[src/rtl/sfu_dispatcher_if.sv]
// Command, source-buffer, SFU and result-buffer signals of the SFU dispatcher.
// master is the dispatcher's view; slave is the surrounding system's view.
interface sfu_dispatcher_if;
    logic        cmd_valid;
    logic        cmd_ready;
    logic [5:0]  cmd_len;
    logic [3:0]  cmd_mode;
    logic [7:0]  cmd_q;

    logic        src_rd_en;
    logic [5:0]  src_rd_addr;
    logic [31:0] src_rd_data;

    logic        sfu_req;
    logic [5:0]  sfu_cfg_len;
    logic [3:0]  sfu_cfg_mode;
    logic [7:0]  sfu_q;
    logic [31:0] sfu_data;

    logic [31:0] sfu_data_out;
    logic        sfu_valid_out;
    logic        sfu_calc_ok;

    logic        dst_wr_en;
    logic [5:0]  dst_wr_addr;
    logic [31:0] dst_wr_data;

    logic        done;
    logic        err_timeout;
    logic        err_ovf;

    modport master (
        input  cmd_valid, cmd_len, cmd_mode, cmd_q, src_rd_data,
               sfu_data_out, sfu_valid_out, sfu_calc_ok,
        output cmd_ready, src_rd_en, src_rd_addr, sfu_req, sfu_cfg_len, sfu_cfg_mode, sfu_q,
               sfu_data, dst_wr_en, dst_wr_addr, dst_wr_data, done, err_timeout, err_ovf
    );

    modport slave (
        output cmd_valid, cmd_len, cmd_mode, cmd_q, src_rd_data,
               sfu_data_out, sfu_valid_out, sfu_calc_ok,
        input  cmd_ready, src_rd_en, src_rd_addr, sfu_req, sfu_cfg_len, sfu_cfg_mode, sfu_q,
               sfu_data, dst_wr_en, dst_wr_addr, dst_wr_data, done, err_timeout, err_ovf
    );
endinterface

[src/rtl/sfu_dispatcher.sv]
// Streams len+1 source words into the SFU, writes its result beats to the
// destination buffer, and reports completion, timeout and result overflow.
module sfu_dispatcher (
    input logic              clk,
    input logic              rst_n,
    sfu_dispatcher_if.master bus
);

    typedef enum logic [2:0] {StIdle, StPref, StFeed, StWait, StFin} state_e;

    state_e      state_q, state_d;
    logic [5:0]  len_q, len_d;
    logic [3:0]  mode_q, mode_d;
    logic [7:0]  qv_q, qv_d;
    logic [5:0]  k_q, k_d;
    logic [6:0]  res_cnt_q, res_cnt_d;
    logic [7:0]  wait_cnt_q, wait_cnt_d;
    logic        calc_q, calc_d;
    logic        err_to_q, err_to_d;
    logic        err_ovf_q, err_ovf_d;
    logic        ready_q, ready_d;
    logic [31:0] data_q, data_d;
    logic        wr_en_q, wr_en_d;
    logic [5:0]  wr_addr_q, wr_addr_d;
    logic [31:0] wr_data_q, wr_data_d;

    logic hs, collect, beat, in_range;

    assign hs       = bus.cmd_valid & ready_q;
    assign collect  = (state_q == StFeed) | (state_q == StWait) | (state_q == StFin);
    assign beat     = collect & bus.sfu_valid_out;
    assign in_range = res_cnt_q <= {1'b0, len_q};

    always_comb begin
        state_d    = state_q;
        len_d      = len_q;
        mode_d     = mode_q;
        qv_d       = qv_q;
        k_d        = k_q;
        res_cnt_d  = res_cnt_q;
        wait_cnt_d = wait_cnt_q;
        calc_d     = calc_q;
        err_to_d   = err_to_q;
        err_ovf_d  = err_ovf_q;
        data_d     = data_q;
        wr_en_d    = 1'b0;
        wr_addr_d  = wr_addr_q;
        wr_data_d  = wr_data_q;

        unique case (state_q)
            StIdle: begin
                if (hs) begin
                    len_d      = bus.cmd_len;
                    mode_d     = bus.cmd_mode;
                    qv_d       = bus.cmd_q;
                    k_d        = 6'd0;
                    res_cnt_d  = 7'd0;
                    wait_cnt_d = 8'd0;
                    calc_d     = 1'b0;
                    err_to_d   = 1'b0;
                    err_ovf_d  = 1'b0;
                    state_d    = StPref;
                end
            end
            StPref: state_d = StFeed;
            StFeed: begin
                // Keep the last element so sfu_data holds it through WAIT.
                data_d = bus.src_rd_data;
                if (k_q == len_q) begin
                    state_d = StWait;
                end else begin
                    k_d = k_q + 6'd1;
                end
            end
            StWait: begin
                if (calc_q) begin
                    state_d = StFin;
                end else if (wait_cnt_q == 8'hff) begin
                    err_to_d = 1'b1;
                    state_d  = StFin;
                end else begin
                    wait_cnt_d = wait_cnt_q + 8'd1;
                end
            end
            StFin: state_d = StIdle;
            default: state_d = StIdle;
        endcase

        if (collect && bus.sfu_calc_ok) begin
            calc_d = 1'b1;
        end

        if (beat) begin
            if (in_range) begin
                wr_en_d   = 1'b1;
                wr_addr_d = res_cnt_q[5:0];
                wr_data_d = bus.sfu_data_out;
                res_cnt_d = res_cnt_q + 7'd1;
            end else begin
                err_ovf_d = 1'b1;
            end
        end

        ready_d = (state_d == StIdle);
    end

    always_ff @(posedge clk or negedge rst_n) begin
        if (!rst_n) begin
            state_q    <= StIdle;
            len_q      <= '0;
            mode_q     <= '0;
            qv_q       <= '0;
            k_q        <= '0;
            res_cnt_q  <= '0;
            wait_cnt_q <= '0;
            calc_q     <= 1'b0;
            err_to_q   <= 1'b0;
            err_ovf_q  <= 1'b0;
            ready_q    <= 1'b0;
            data_q     <= '0;
            wr_en_q    <= 1'b0;
            wr_addr_q  <= '0;
            wr_data_q  <= '0;
        end else begin
            state_q    <= state_d;
            len_q      <= len_d;
            mode_q     <= mode_d;
            qv_q       <= qv_d;
            k_q        <= k_d;
            res_cnt_q  <= res_cnt_d;
            wait_cnt_q <= wait_cnt_d;
            calc_q     <= calc_d;
            err_to_q   <= err_to_d;
            err_ovf_q  <= err_ovf_d;
            ready_q    <= ready_d;
            data_q     <= data_d;
            wr_en_q    <= wr_en_d;
            wr_addr_q  <= wr_addr_d;
            wr_data_q  <= wr_data_d;
        end
    end

    // Source reads run one address ahead of the element currently on sfu_data.
    assign bus.cmd_ready    = ready_q;
    assign bus.src_rd_en    = (state_q == StPref) | ((state_q == StFeed) & (k_q != len_q));
    assign bus.src_rd_addr  = (state_q == StFeed) ? (k_q + 6'd1) : 6'd0;
    assign bus.sfu_req      = (state_q == StFeed) & (k_q == 6'd0);
    assign bus.sfu_cfg_len  = len_q;
    assign bus.sfu_cfg_mode = mode_q;
    assign bus.sfu_q        = qv_q;
    assign bus.sfu_data     = (state_q == StFeed) ? bus.src_rd_data : data_q;
    assign bus.dst_wr_en    = wr_en_q;
    assign bus.dst_wr_addr  = wr_addr_q;
    assign bus.dst_wr_data  = wr_data_q;
    assign bus.done         = (state_q == StFin);
    assign bus.err_timeout  = err_to_q;
    assign bus.err_ovf      = err_ovf_q;

endmodule

[src/flat_wrapper.sv]
// flat-port wrapper written by rule: the top's interface ports become plain ports
module sfu_dispatcher_flat 
  (clk, rst_n, bus_cmd_valid, bus_cmd_len, bus_cmd_mode, bus_cmd_q, bus_src_rd_data, bus_sfu_data_out, bus_sfu_valid_out, bus_sfu_calc_ok, bus_cmd_ready, bus_src_rd_en, bus_src_rd_addr, bus_sfu_req, bus_sfu_cfg_len, bus_sfu_cfg_mode, bus_sfu_q, bus_sfu_data, bus_dst_wr_en, bus_dst_wr_addr, bus_dst_wr_data, bus_done, bus_err_timeout, bus_err_ovf);
  sfu_dispatcher_if bus_i ();
  input logic clk;
  input logic rst_n;
  input wire logic [$bits(bus_i.cmd_valid)-1:0] bus_cmd_valid;
  input wire logic [$bits(bus_i.cmd_len)-1:0] bus_cmd_len;
  input wire logic [$bits(bus_i.cmd_mode)-1:0] bus_cmd_mode;
  input wire logic [$bits(bus_i.cmd_q)-1:0] bus_cmd_q;
  input wire logic [$bits(bus_i.src_rd_data)-1:0] bus_src_rd_data;
  input wire logic [$bits(bus_i.sfu_data_out)-1:0] bus_sfu_data_out;
  input wire logic [$bits(bus_i.sfu_valid_out)-1:0] bus_sfu_valid_out;
  input wire logic [$bits(bus_i.sfu_calc_ok)-1:0] bus_sfu_calc_ok;
  output wire logic [$bits(bus_i.cmd_ready)-1:0] bus_cmd_ready;
  output wire logic [$bits(bus_i.src_rd_en)-1:0] bus_src_rd_en;
  output wire logic [$bits(bus_i.src_rd_addr)-1:0] bus_src_rd_addr;
  output wire logic [$bits(bus_i.sfu_req)-1:0] bus_sfu_req;
  output wire logic [$bits(bus_i.sfu_cfg_len)-1:0] bus_sfu_cfg_len;
  output wire logic [$bits(bus_i.sfu_cfg_mode)-1:0] bus_sfu_cfg_mode;
  output wire logic [$bits(bus_i.sfu_q)-1:0] bus_sfu_q;
  output wire logic [$bits(bus_i.sfu_data)-1:0] bus_sfu_data;
  output wire logic [$bits(bus_i.dst_wr_en)-1:0] bus_dst_wr_en;
  output wire logic [$bits(bus_i.dst_wr_addr)-1:0] bus_dst_wr_addr;
  output wire logic [$bits(bus_i.dst_wr_data)-1:0] bus_dst_wr_data;
  output wire logic [$bits(bus_i.done)-1:0] bus_done;
  output wire logic [$bits(bus_i.err_timeout)-1:0] bus_err_timeout;
  output wire logic [$bits(bus_i.err_ovf)-1:0] bus_err_ovf;
  assign bus_i.cmd_valid = bus_cmd_valid;
  assign bus_i.cmd_len = bus_cmd_len;
  assign bus_i.cmd_mode = bus_cmd_mode;
  assign bus_i.cmd_q = bus_cmd_q;
  assign bus_i.src_rd_data = bus_src_rd_data;
  assign bus_i.sfu_data_out = bus_sfu_data_out;
  assign bus_i.sfu_valid_out = bus_sfu_valid_out;
  assign bus_i.sfu_calc_ok = bus_sfu_calc_ok;
  assign bus_cmd_ready = bus_i.cmd_ready;
  assign bus_src_rd_en = bus_i.src_rd_en;
  assign bus_src_rd_addr = bus_i.src_rd_addr;
  assign bus_sfu_req = bus_i.sfu_req;
  assign bus_sfu_cfg_len = bus_i.sfu_cfg_len;
  assign bus_sfu_cfg_mode = bus_i.sfu_cfg_mode;
  assign bus_sfu_q = bus_i.sfu_q;
  assign bus_sfu_data = bus_i.sfu_data;
  assign bus_dst_wr_en = bus_i.dst_wr_en;
  assign bus_dst_wr_addr = bus_i.dst_wr_addr;
  assign bus_dst_wr_data = bus_i.dst_wr_data;
  assign bus_done = bus_i.done;
  assign bus_err_timeout = bus_i.err_timeout;
  assign bus_err_ovf = bus_i.err_ovf;
  sfu_dispatcher u_core (.clk(clk), .rst_n(rst_n), .bus(bus_i));
endmodule
[config.mk]
export PLATFORM = sky130hd
export DESIGN_NAME = sfu_dispatcher_flat
export DESIGN_NICKNAME = d
export VERILOG_FILES = /design/src/rtl/sfu_dispatcher_if.sv /design/src/rtl/sfu_dispatcher.sv /design/src/flat_wrapper.sv
export SDC_FILE = /design/constraint.sdc
export NUM_CORES = 1
export LEC_CHECK = 0
export ABC_CLOCK_PERIOD_IN_PS = 2800
export BUFFER_PORTS_ARGS = -buffer_cell sky130_fd_sc_hd__buf_2
export CAP_MARGIN = 15
export CORE_ASPECT_RATIO = 1.75
export CORE_MARGIN = 2
export CORE_UTILIZATION = 50
export CTS_BUF_LIST = sky130_fd_sc_hd__clkbuf_4 sky130_fd_sc_hd__clkbuf_8
export CTS_CLUSTER_DIAMETER = 150
export DETAILED_ROUTE_END_ITERATION = 16
export PLACE_DENSITY = 0.78
export SLEW_MARGIN = 20
export SYNTH_ARGS = -nofsm -noshare
export SYNTH_HDL_FRONTEND = slang
export SYNTH_SLANG_ARGS = --single-unit
export TNS_END_PERCENT = 50
[constraint.sdc]
create_clock -name clk -period 2.8 [get_ports clk]
set_clock_uncertainty 0.2 [all_clocks]
set_input_delay 0.28 -clock clk [delete_from_list [all_inputs] [get_ports clk]]
set_output_delay 0.28 -clock clk [all_outputs]
set_load 0.005 [all_outputs]
==> impl_results.md, run 1 <==
- # clock sinks: ~120
- CTS buffer count: 17
- Final-report setup violation count: 0
- Status: complete, no violations
- Cts hold-fix bufs: 84
- Fillcell total: 648
- Crit-path cells: inv_1 -> ha_1 -> a21o_1 -> a211oi_1 -> a31oi_4 -> inv_6 -> mux2_2
- Via count: 4451
- H-tree levels: 4
- Post-CTS setup buffer count: 0
- Crit path capture type: flip-flop
- Min Clock Period, post-route: 2.60 ns
- Share of cells above drive strength 1: 0.367
- Mapped cell area: roughly 0.005 mm²
- WS Path Type: reg -> reg
- Reg2reg start: u_core.bus.sfu_cfg_len[4]
- Chip Width: a little under 80 µm
- WL/cell: 15.1 µm
- DP Wirelength: 8410 µm
- Crit. Startpoint: u_core.bus.sfu_cfg_len[4]
- Maximum vdd drop: around 0.47 mV
- Total core area: approximately 0.01 mm²
- Worst-path maximum fanout: 40
- Chip height: 136 µm
- Leak: 3.78 nW
- Pwr/cell area: 646 mW/mm²
- Clock slew at reported path FFs: roughly 0.070 ns
- CP Data Required Time: 2.90 ns
- Worst min-delay path class: in -> reg
- Area Growth Syn to Fin: 46.9%
- Final hold violations: 0
- Antenna violations before repair: 0
- PortBufs: 187
- 1st-iter DRT viols: 176
- Hold path start: bus_cmd_valid
- Placement Rows: 48
- CTS max path bufs: 2
- Gr usage total: 0.255
- Crit start category: flip-flop
- Max Slew Vio Count: 0
- Final wirelength: 13400 µm
- Clock latency on the worst-skew pair: 0.42 ns
- Measured slew at the worst slew-check pin: about 0.53 ns
- Initial Utilization: 0.510
- Cells after synthesis: 469
- Critical Path AT: about 2.7 ns
- CTS root buffer: clkbuf_8
- Largest net degree at the start of global routing: 61
- Sequential fraction of the synthesis area: 0.586
- ANT cells: 0
- Slowest-stage cell, CP: a211oi_1
- GRT overflow: 0
- Full die area: between 0.01 and 0.015 mm²
- Final TNS setup: 0 ns
- Yosys warning total: 0
- Gp weighted congestion: 0.819
- First-pass GRT wire length: 21500 µm
- Vias in the first global route: 4648
- Placed cell area: 0.00606 mm²
- # DRC: 0
- CP max stage delay: 0.46 ns
- Via/cell ratio: approximately 5.0
- Area of the multi-input gates: 0.00192 mm²
- EDFF count, synth: 0
- Max-cap violations: 0
- Iteration count of the initial detailed-routing pass: 4
- Syn Area/Cell: 10.7 µm²
- Net Count, Synth: 566
- Antenna Nets Post-Route: 0
- CTS tree: done
- Ratio of final minimum period to clock period: 0.930
- Ports: between 150 and 200
- Distinct cells, synth: 42
- RSZ-0062 raised after global routing: no
- Post-CTS Resized: 0
- Reg area: 0.00293 mm²
- Highest Clock Rate: around 0.38 GHz
- Final #Nets: 846
- Slew headroom: 0.641
- Async SR Flop Fraction: 1.00
- Main flop type after synthesis: dfrtp_1
- Design area: 0.00734 mm²
- Flops & latches, synth: about 120
[report_power, final]
part / switching (W) / leakage [nW] / internal [W]
registers: 0.000184 / 1.35 / 0.00195
logic: 0.000417 / 2.20 / 0.000525
clock network: 0.000640 / 0.230 / 0.00103
[synthesized netlist by cell type, types with 3 or more instances]
master    number  area, µm²
a21oi_1        6       30.0
clkbuf_1      13       48.8
dfrtp_1      117       2930
ha_1          10        125
inv_1         12       45.0
mux2_2        42        473
nand2_1      160        601
nand2b_1       3       18.8
nand3_1       13       65.1
nand4_1        3       18.8
nor2_1        23       86.3
nor3_1         3       15.0
o21ai_0       15       75.1
xnor2_1        5       43.8
xor2_1        10       87.6
[per-layer routing]
metal  track usage  part of all wire  up-vias
met1         0.269              0.37     2148
met5             0                 0        -
met4         0.104             0.023        0
met3        0.0837             0.067       29
met2         0.459              0.54      180
li1              -                 -     2094
[final cells by class]
cell class / count / share of cell area
multi-input combinational: 321 / 0.261
timing repair buffer: 279 / 0.252
clock buffer: 21 / 0.0377
clock inverter: 11 / 0.0211
inverter: 13 / 0.00733
tap: 125 / 0.0213
sequential: 117 / 0.399
[registers in the layout, summed over array words and instances (netlist names)]
register,flops
u_core.state_q,3
u_core.bus.sfu_cfg_len,6
u_core.bus.sfu_cfg_mode,4
u_core.bus.cmd_ready,1
u_core.bus.dst_wr_data,32
u_core.bus.err_timeout,1
u_core.wait_cnt_q,8
u_core.k_q,6
u_core.bus.dst_wr_addr,6
u_core.res_cnt_q,7
u_core.bus.err_ovf,1
u_core.data_q,32
u_core.bus.sfu_q,8
u_core.bus.dst_wr_en,1
u_core.calc_q,1
[through the flow]
stage                     cells  setup WS [ns]  utilization  hold slack [ns]  power, W
after floorplan             469          0.356            -           -0.216   0.00259
after global placement      771          0.337        0.620           0.0363   0.00295
after detailed placement    771          0.219        0.620           0.0469   0.00299
after CTS                   887          0.212        0.749            0.112   0.00477
after global routing        887         0.0698        0.749            0.146   0.00499
final                       887          0.196        0.749            0.118   0.00474
[worst paths after layout]
| check | to | slack, ns | cells after the start |
|---|---|---|---|
| max reg2reg | u_core.bus.dst_wr_data[21] | 0.20 | 7 |
| min in group asynchronous | u_core.data_q[4] | 0.14 | 2 |
| min | u_core.bus.cmd_ready | 0.12 | 4 |
| max in group asynchronous | u_core.bus.dst_wr_data[21] | 1.55 | 3 |
| max | u_core.bus.dst_wr_data[21] | 0.20 | 7 |
| min reg2reg | u_core.data_q[30] | 0.27 | 2 |
[cell families (layout without fill, tap and decap cells)]
family | count (synthesis) | count (layout) | synth area share
AOI/OAI and AO/OA | 33 | 33 | 0.0471
xor gates and xnor gates | 15 | 15 | 0.0263
adders and majority gates | 10 | 10 | 0.0250
buffers and inverters | 31 | 324 | 0.0316
DFF | 117 | 117 | 0.586
muxes | 44 | 44 | 0.0987
and+or+nand+nor | 219 | 219 | 0.185
[placed cells by master, fill, tap and decap left out, types with 12 or more instances in the layout]
master	instances
nand3_1	13
o21ai_0	15
inv_1	12
nand2_1	160
nor2_1	21
clkbuf_8	19
dlygate4sd3_1	84
mux2_2	42
dfrtp_1	117
buf_2	186
[critical path: cells and delay by family (launching register included)]
kind                     cells  cell delay [ns]
AO/OA/AOI/OAI                3             0.82
adder cells (fa/ha/maj)      1             0.32
multiplexers                 1             0.39
buffers and inverters        2             0.37
flip-flops                   1             0.37
Note: power is estimated with default switching activity, not from simulation.
==> inputs of run 2 (changes only) <==
==> constraint.sdc (replaced) <==
create_clock -name clk -period 2.8 [get_ports clk]
set_clock_uncertainty 0.2 [all_clocks]
set_input_delay 0 -clock clk [delete_from_list [all_inputs] [get_ports clk]]
set_output_delay 0 -clock clk [all_outputs]
set_load 0.005 [all_outputs]
==> run 2 against run 1 <==
Against the previous run: final cell count rose by 1.7%; flip-flop and latch count is the same; global-route usage up 0.54 points.
==> impl_results.md, run 2 (synthesis results as in run 1) <==
- Status: complete, no violations (unchanged)
- M2 GR Usage: 0.470 (was 0.459)
- Crit start category: flip-flop (unchanged)
- DP Wirelength: 8480 µm (was 8410 µm)
- Final #Nets: 864 (was 846)
- Max-cap violations: 0 (unchanged)
- WS Path Type: reg -> reg (unchanged)
- PortBufs: 187 (unchanged)
- ANT cells: 0 (unchanged)
- Crit path capture type: flip-flop (unchanged)
- CTS buffer count: 17 (unchanged)
- Gr usage total: 0.261 (was 0.255)
- Largest net degree at the start of global routing: 41 (was 61)
- Initial Utilization: 0.510 (unchanged)
- Critical Path AT: 2.81 ns (was 2.70 ns)
- Highest Clock Rate: 0.376 GHz (was 0.384 GHz)
- Layout Cells excl Fill: 902 (was 887)
- Placement Rows: 48 (unchanged)
- CTS max path bufs: 2 (unchanged)
- Ports: 188 (unchanged)
- Fin worst setup slack: 0.141 ns (was 0.196 ns)
- Final-report setup violation count: 0 (unchanged)
- Clock slew at reported path FFs: 0.06 ns (was 0.07 ns)
- Leading cell type in the layout, fill and taps excluded: buf_2 (unchanged)
- Area Growth Syn to Fin: 48.5% (was 46.9%)
- Total core area: 0.00979 mm² (unchanged)
- Min Clock Period, post-route: 2.66 ns (was 2.60 ns)
- CTS root buffer: clkbuf_8 (unchanged)
- Gp weighted congestion: 0.844 (was 0.819)
- First-pass GRT wire length: 22100 µm (was 21500 µm)
- Switching power: 0.00120 W (was 0.00124 W)
- Switch share: 0.273 (was 0.262)
- Full die area: 0.0108 mm² (unchanged)
- Leak: 3.79 nW (was 3.78 nW)
- Final wirelength: 13600 µm (was 13400 µm)
- Via/cell ratio: 5.05 (was 5.02)
- Clock latency on the worst-skew pair: 0.41 ns (was 0.42 ns)
- Antenna Nets Post-Route: 0 (unchanged)
- Worst-path maximum fanout: 12 (was 40)
- Pwr/cell area: 594 mW/mm² (was 646 mW/mm²)
- Met1 Usage GRT: 0.277 (was 0.269)
- Final TNS setup: 0 ns (unchanged)
- Chip height: 136 µm (unchanged)
- Final hold violations: 0 (unchanged)
- 1st-iter DRT viols: 248 (was 176)
- Antenna violations before repair: 0 (unchanged)
- Share of cells above drive strength 1: 0.364 (was 0.367)
- Chip Width: 79.6 µm (unchanged)
- Measured slew at the worst slew-check pin: 0.610 ns (was 0.535 ns)
- Via count: 4551 (was 4451)
- Max Slew Vio Count: 0 (unchanged)
- Comb power frac: 0.215 (was 0.199)
- Slew headroom: 0.591 (was 0.641)
- # clock sinks: 117 (unchanged)
- H-tree levels: 4 (unchanged)
- Clock power frac: 0.303 (was 0.352)
- Maximum vdd drop: 0.493 mV (was 0.468 mV)
- Part of the power in registers: 0.482 (was 0.449)
- Most frequent cells in the layout: buf_2, nand2_1, dfrtp_1 (unchanged)
- CP Data Required Time: 2.95 ns (was 2.90 ns)
- Internal: 0.00320 W (was 0.00350 W)
- Iteration count of the initial detailed-routing pass: 4 (unchanged)
- Setup WS pre-CTS: 0.238 ns (was 0.219 ns)
- Worst min-delay path class: in -> reg (unchanged)
- Dpl cells: 772 (was 771)
- GRT overflow: 0 (unchanged)
- # DRC: 0 (unchanged)
- Busiest grt layer: met2 (unchanged)
- CTS tree: done (unchanged)
- WL/cell: 15.1 µm (about the same)
- Vias in the first global route: 4805 (was 4648)
- Met3 GRT Util: 0.0717 (was 0.0837)
- Ratio of final minimum period to clock period: 0.950 (was 0.930)
-- run 2: cell count changes in the layout (fill, tap and decap cells not counted), sizes merged --
cell,delta
buf,+6
dlygate4sd3,+12
clkbuf,+3
clkinv,-2
bufinv,-4
-- run 2: final cells by class --
class	count	area (µm²)
Clock buffer	24	318
Inverter	13	53.8
Fill cell	682	2370
Clock inverter	5	25.0
Tap cell	125	156
Timing Repair Buffer	297	2020
Sequential cell	117	2930
Multi-Input combinational cell	321	1920
-- run 2: metal layers --
layer / part of all wire / vias to the layer above
met5: 0 / -
met4: 0.028 / 0
met3: 0.067 / 33
met2: 0.54 / 189
met1: 0.37 / 2196
li1: - / 2133
-- run 2: critical path, cell delays in order (launching register included) --
cell,delay [ns]
dfrtp_1,0.45
nor2_1,0.18
nand3_1,0.18
nor2_4,0.29
nand2_1,0.10
dlygate4sd3_1,0.57
o21ai_0,0.07
dlygate4sd3_1,0.56
-- run 2: final timing paths --
kind | depth (start not counted) | slack, ns | start | to
max reg2reg | 7 | 0.14 | u_core.state_q[1] | u_core.bus.sfu_cfg_len[2]
min reg2reg | 2 | 0.27 | u_core.data_q[1] | u_core.data_q[1]
max in group asynchronous | 4 | 1.43 | rst_n | u_core.bus.dst_wr_data[28]
max | 7 | 0.14 | u_core.state_q[1] | u_core.bus.sfu_cfg_len[2]
min in group asynchronous | 4 | 0.50 | rst_n | u_core.data_q[8]
min | 4 | 0.02 | bus_sfu_valid_out | u_core.bus.err_ovf
-- run 2: what timing repair did --
item                                   in CTS  in global routing
buffers inserted                            0                  4
resized for setup                           0                  1
hold buffers                               97                  0
setup endpoints to repair                   0                  5
endpoints found under the hold margin     202                  0
-- run 2: per-stage QoR --
step,power (W),hold slack [ns],cell area [µm²],util
final,0.00440,0.0246,7420,0.758
after global routing,0.00466,0.0148,7420,0.758
after CTS,0.00445,0.00790,7380,0.754
after detailed placement,0.00299,-0.184,6060,0.619
after global placement,0.00294,-0.191,6060,0.619
after floorplan,0.00259,-0.496,5000,-
-- run 2: power by group through the flow --
stage / Combinational, W / Clock [W] / Sequential (W)
2_1_floorplan: 0.000461 / 0 / 0.00213
3_3_place_gp: 0.000812 / 0 / 0.00213
3_5_place_dp: 0.000850 / 0 / 0.00214
4_1_cts: 0.000948 / 0.00138 / 0.00212
5_1_grt: 0.00105 / 0.00145 / 0.00216
6_report: 0.000949 / 0.00133 / 0.00212
